## src/rtl/uart_rx_loader.sv

```systemverilog
// 8N1 UART receiver that streams a fixed-length configuration image into a
// byte-addressed sink, raising a sticky done flag once the image is complete.
module uart_rx_loader #(
  parameter int unsigned CLK_PER_TICK = 27,
  parameter int unsigned OVERSAMPLE   = 16,
  parameter int unsigned NUM_BYTES    = 60
) (
  input  logic       clk,
  input  logic       rst,
  input  logic       rx,
  output logic [7:0] byte_data,
  output logic       byte_valid,
  output logic [5:0] byte_index,
  output logic       frame_err,
  output logic       load_done
);

  localparam int unsigned TICK_W = (CLK_PER_TICK > 1) ? $clog2(CLK_PER_TICK) : 1;
  localparam int unsigned OS_W   = (OVERSAMPLE > 1) ? $clog2(OVERSAMPLE) : 1;
  localparam int unsigned IDX_W  = 6;

  localparam logic [TICK_W-1:0] TICK_LAST = TICK_W'(CLK_PER_TICK - 1);
  localparam logic [OS_W-1:0]   OS_LAST   = OS_W'(OVERSAMPLE - 1);
  localparam logic [OS_W-1:0]   HALF_LAST = OS_W'(OVERSAMPLE / 2 - 1);
  localparam logic [IDX_W-1:0]  IDX_LAST  = IDX_W'(NUM_BYTES - 1);

  typedef enum logic [2:0] {
    IDLE,
    START,
    DATA,
    STOP,
    WAIT_IDLE
  } state_t;

  state_t state, state_next;

  logic              rx_meta, rx_sync;
  logic [TICK_W-1:0] tick_cnt;
  logic              tick_c;
  logic [OS_W-1:0]   os_cnt;
  logic [2:0]        bit_cnt;
  logic [7:0]        shreg;

  logic os_clr_c, os_inc_c, shift_c, accept_c, ferr_c;

  // Two-flop synchronizer; idle-high reset value avoids a false start edge.
  always_ff @(posedge clk or posedge rst) begin
    if (rst) begin
      rx_meta <= 1'b1;
      rx_sync <= 1'b1;
    end else begin
      rx_meta <= rx;
      rx_sync <= rx_meta;
    end
  end

  assign tick_c = (tick_cnt == TICK_LAST);

  // Tick prescaler, re-phased to the detected start edge.
  always_ff @(posedge clk or posedge rst) begin
    if (rst) begin
      tick_cnt <= '0;
    end else if ((state == IDLE && state_next == START) || tick_c) begin
      tick_cnt <= '0;
    end else begin
      tick_cnt <= tick_cnt + TICK_W'(1);
    end
  end

  always_ff @(posedge clk or posedge rst) begin
    if (rst) state <= IDLE;
    else     state <= state_next;
  end

  always_comb begin
    state_next = state;
    os_clr_c   = 1'b0;
    os_inc_c   = 1'b0;
    shift_c    = 1'b0;
    accept_c   = 1'b0;
    ferr_c     = 1'b0;
    case (state)
      IDLE: begin
        if (!rx_sync) state_next = START;
      end
      START: begin
        if (tick_c) begin
          if (os_cnt == HALF_LAST) begin
            os_clr_c   = 1'b1;
            state_next = rx_sync ? IDLE : DATA;
          end else begin
            os_inc_c = 1'b1;
          end
        end
      end
      DATA: begin
        if (tick_c) begin
          if (os_cnt == OS_LAST) begin
            os_clr_c = 1'b1;
            shift_c  = 1'b1;
            if (bit_cnt == 3'd7) state_next = STOP;
          end else begin
            os_inc_c = 1'b1;
          end
        end
      end
      STOP: begin
        if (tick_c) begin
          if (os_cnt == OS_LAST) begin
            os_clr_c = 1'b1;
            if (rx_sync) begin
              accept_c   = 1'b1;
              state_next = IDLE;
            end else begin
              ferr_c     = 1'b1;
              state_next = WAIT_IDLE;
            end
          end else begin
            os_inc_c = 1'b1;
          end
        end
      end
      WAIT_IDLE: begin
        if (rx_sync) state_next = IDLE;
      end
      default: state_next = IDLE;
    endcase
  end

  // Oversample/bit counters and LSB-first shift register.
  always_ff @(posedge clk or posedge rst) begin
    if (rst) begin
      os_cnt  <= '0;
      bit_cnt <= '0;
      shreg   <= '0;
    end else begin
      if (os_clr_c)      os_cnt <= '0;
      else if (os_inc_c) os_cnt <= os_cnt + OS_W'(1);
      if (shift_c) begin
        shreg   <= {rx_sync, shreg[7:1]};
        bit_cnt <= bit_cnt + 3'd1;
      end
    end
  end

  // Output strobes and load addressing; index saturates at the last slot.
  always_ff @(posedge clk or posedge rst) begin
    if (rst) begin
      byte_data  <= '0;
      byte_valid <= 1'b0;
      byte_index <= '0;
      frame_err  <= 1'b0;
      load_done  <= 1'b0;
    end else begin
      byte_valid <= accept_c && !load_done;
      frame_err  <= ferr_c;
      if (accept_c) byte_data <= shreg;
      if (byte_valid) begin
        if (byte_index == IDX_LAST) load_done  <= 1'b1;
        else                        byte_index <= byte_index + IDX_W'(1);
      end
    end
  end

endmodule

```

## config.mk

```make
export PLATFORM = sky130hd
export DESIGN_NAME = uart_rx_loader
export DESIGN_NICKNAME = d
export VERILOG_FILES = /design/src/rtl/uart_rx_loader.sv
export SDC_FILE = /design/constraint.sdc
export NUM_CORES = 1
export LEC_CHECK = 0
export CAP_MARGIN = 10
export CELL_PAD_IN_SITES_DETAIL_PLACEMENT = 1
export CELL_PAD_IN_SITES_GLOBAL_PLACEMENT = 2
export CORE_MARGIN = 5
export CORE_UTILIZATION = 41
export CTS_BUF_LIST = sky130_fd_sc_hd__clkbuf_16
export CTS_CLUSTER_SIZE = 30
export DETAILED_ROUTE_END_ITERATION = 6
export PLACE_DENSITY_LB_ADDON = 0.1
export SYNTH_ARGS = -nofsm -noshare
export SYNTH_HDL_FRONTEND = slang
export SYNTH_SLANG_ARGS = --single-unit
```

## constraint.sdc

```tcl
create_clock -name clk -period 4.8 [get_ports clk]
set_input_delay 0.96 -clock clk [delete_from_list [all_inputs] [get_ports clk]]
set_output_delay 0.96 -clock clk [all_outputs]
set_load 0.02 [all_outputs]
```

==> run summary <==
Iter 0 DRT Violations - 12
Clk slew on worst S/H paths - 0.06 ns
Util after Layout - 0.517
CP Capture Point - byte_index[2]
Port bufs - 19
Total track usage - 0.127
Final wirelength - 3380 um
H-tree levels - 2
Worst Skew - 0.00584 ns
Crit path required time - 3.84 ns
Gr ovfl total - 0
Hold path startpoint - rx_meta
Area Overhead vs Synth - 23.9%
Vias per cell - 5.12
Sequential element share of the synthesized area - 0.584
CTS sink count - 42
Crit path depth - 1
Final GP Congestion - 0.755
Setup ws final - 2.48 ns
CP bufs+invs - 1
Worst r2r dst - shreg[3]
Crit-path max FO - 6
Pre-CTS WS - 2.34 ns
Clock latency on the worst-skew pair - 0.28 ns
Crit Path Class - flip-flop to primary output
Die Span Y - 76.3 um
HPWL after DPL - 2330 um
Pwr Density - 332 mW/mm^2
Ys async rst share - 1.00
Post-layout minimum cycle time - 2.32 ns
Slowest stage delay, CP - 0.64 ns
Mapped Area - 0.00180 sq mm
Leak - 1.07 nW
WL per Instance - 15.8 um
Largest net degree at the start of global routing - 32
Hold Vio Cnt, Final - 0
Top cell type's share of synthesized area - 0.555
R2r setup slk - 2.52 ns
# nets final - 170
RSZ-0062 raised after global routing - no
Status - complete, no violations
Syn nets - 147
Final instance area - 0.00223 sq mm
Clock root cell - clkbuf_16
Number of global-route vias before repair - 1213
Yosys reg bits - 42
First-pass iteration count of the detailed router - 4
Most used DFF post-synth - dfrtp_1
# diodes - 0
Critical path's top delay family - buffers and inverters
CTS tree - yes
Yosys warnings - 0
Die Wd - 76.3 um
Hold Slack - 0.357 ns
Hold buffers post-CTS - 0
Area leader, netlist - dfrtp_1
TNS Setup - 0 ns
Maxcap violations - 0
Final setup viols - 0
Post-DRT Antenna Nets - 0
Initial Util - 0.417
Period utilization - 0.483
Arr. time, crit path - 1.36 ns
Cells after Synth - 138
Layout cell share with drive strength beyond 1 - 0.210
Clock Path Buffers - 2
Global-route wire length before repair - 5890 um
Peak VDD IR - 0.214 mV
Slowest-stage cell, CP - clkdlybuf4s50_1
Num CTS Buffers - 5
Placed inst area - 0.00204 sq mm
Post-synth EDFFs - 0
Vias - 1096
Die area - 0.00583 sq mm
Critical Path Source - byte_index[2]
F_max - 431 MHz
R2R Path Start - tick_cnt[0]
Critical Path, Cell by Cell - clkdlybuf4s50_1
Worst slew pin tran - 0.973 ns
Setup crit end kind - primary output
I/O pin total - 20
Worst min path class - flip-flop to flip-flop
# rows - 24
Slew Limit Fails - 0
Resized cells post-CTS - 0
Mapped Avg Cell Area - 13.1 sq um
Core Area - 0.00432 sq mm
Crit start category - flip-flop
Drt drc - 0
Initial antenna violation count - 0
Setup bufs post-CTS - 0
Worst reg2reg path depth - 6
Post-synth cell types - 33
Slew HR - 0.349
Synth area leaders - dfrtp_1, mux2_2, ha_1
kinds of logic (layout without fill, tap and decap cells):
family | Yosys count | after routing | share of synthesized area
xor+xnor | 11 | 11 | 0.0534
flops | 42 | 42 | 0.584
compound gates | 9 | 9 | 0.0465
mux | 22 | 22 | 0.135
fa+ha+maj | 6 | 6 | 0.0416
simple gates | 39 | 39 | 0.117
buf+inv | 9 | 33 | 0.0229
layout make-up:
| class | instances | area (sq um) |
|---|---|---|
| timing repair buffer | 21 | 225 |
| fill | 450 | 2090 |
| tap | 52 | 65.1 |
| clock inverter | 3 | 41.3 |
| inverter | 4 | 15.0 |
| multi-input combinational | 87 | 709 |
| sequential | 42 | 1050 |
| clock buffer | 5 | 125 |
cells in the mapped netlist (all sizes together), types with 2 or more instances:
cell    count
dfrtp      40
mux2       19
nor2       15
ha          6
xnor2       6
nand3       5
xor2        5
buf         4
inv         4
nand2       4
and3        3
mux2i       3
nand4       3
a211oi      2
a21oi       2
dfstp       2
nand2b      2
layer usage:
layer / up-vias / global-route usage / routed length [um]
met4: 0 / 0.0472 / 57
met5: - / 0 / 0
met2: 18 / 0.202 / 1650
met3: 5 / 0.0449 / 129
li1: 528 / - / -
met1: 545 / 0.159 / 1540
stage by stage:
stage          power [W]  cells
5_1_grt         0.000772    214
3_5_place_dp    0.000373    205
6_report        0.000742    214
2_1_floorplan   0.000369    138
4_1_cts         0.000751    213
3_3_place_gp    0.000373    205
report_power, final:
part | switching (W) | leakage, nW | internal (W)
Clock | 0.000130 | 0.0812 | 0.000243
Combinational | 0.00000774 | 0.430 | 0.00000450
Sequential | 0.00000115 | 0.555 | 0.000356
worst min path at each step:
stage | to | cells past startpoint
after floorplan | rx_sync | 0
after global placement | rx_sync | 0
after detailed placement | rx_sync | 0
after CTS | rx_sync | 0
after global routing | rx_sync | 0
final | rx_sync | 0
registers in the layout, indices dropped and copies added (netlist names), 3 cells and up:
signal and cells:
state 3, byte_index 6, os_cnt 4, tick_cnt 5, shreg 8, byte_data 8, bit_cnt 3
cell usage in the layout (no fill, tap or decap), types with 3 or more instances in the layout:
master	synthesis	routed
nand3_1	4	4
mux2i_1	3	3
nor2_1	15	15
nand2_1	4	4
ha_1	6	6
dfrtp_1	40	40
xor2_1	5	5
inv_1	4	4
xnor2_1	6	6
mux2_2	19	19
nand4_1	3	3
clkbuf_16	0	5
clkdlybuf4s50_1	0	19
No activity file was read; power rests on OpenSTA's default activity.
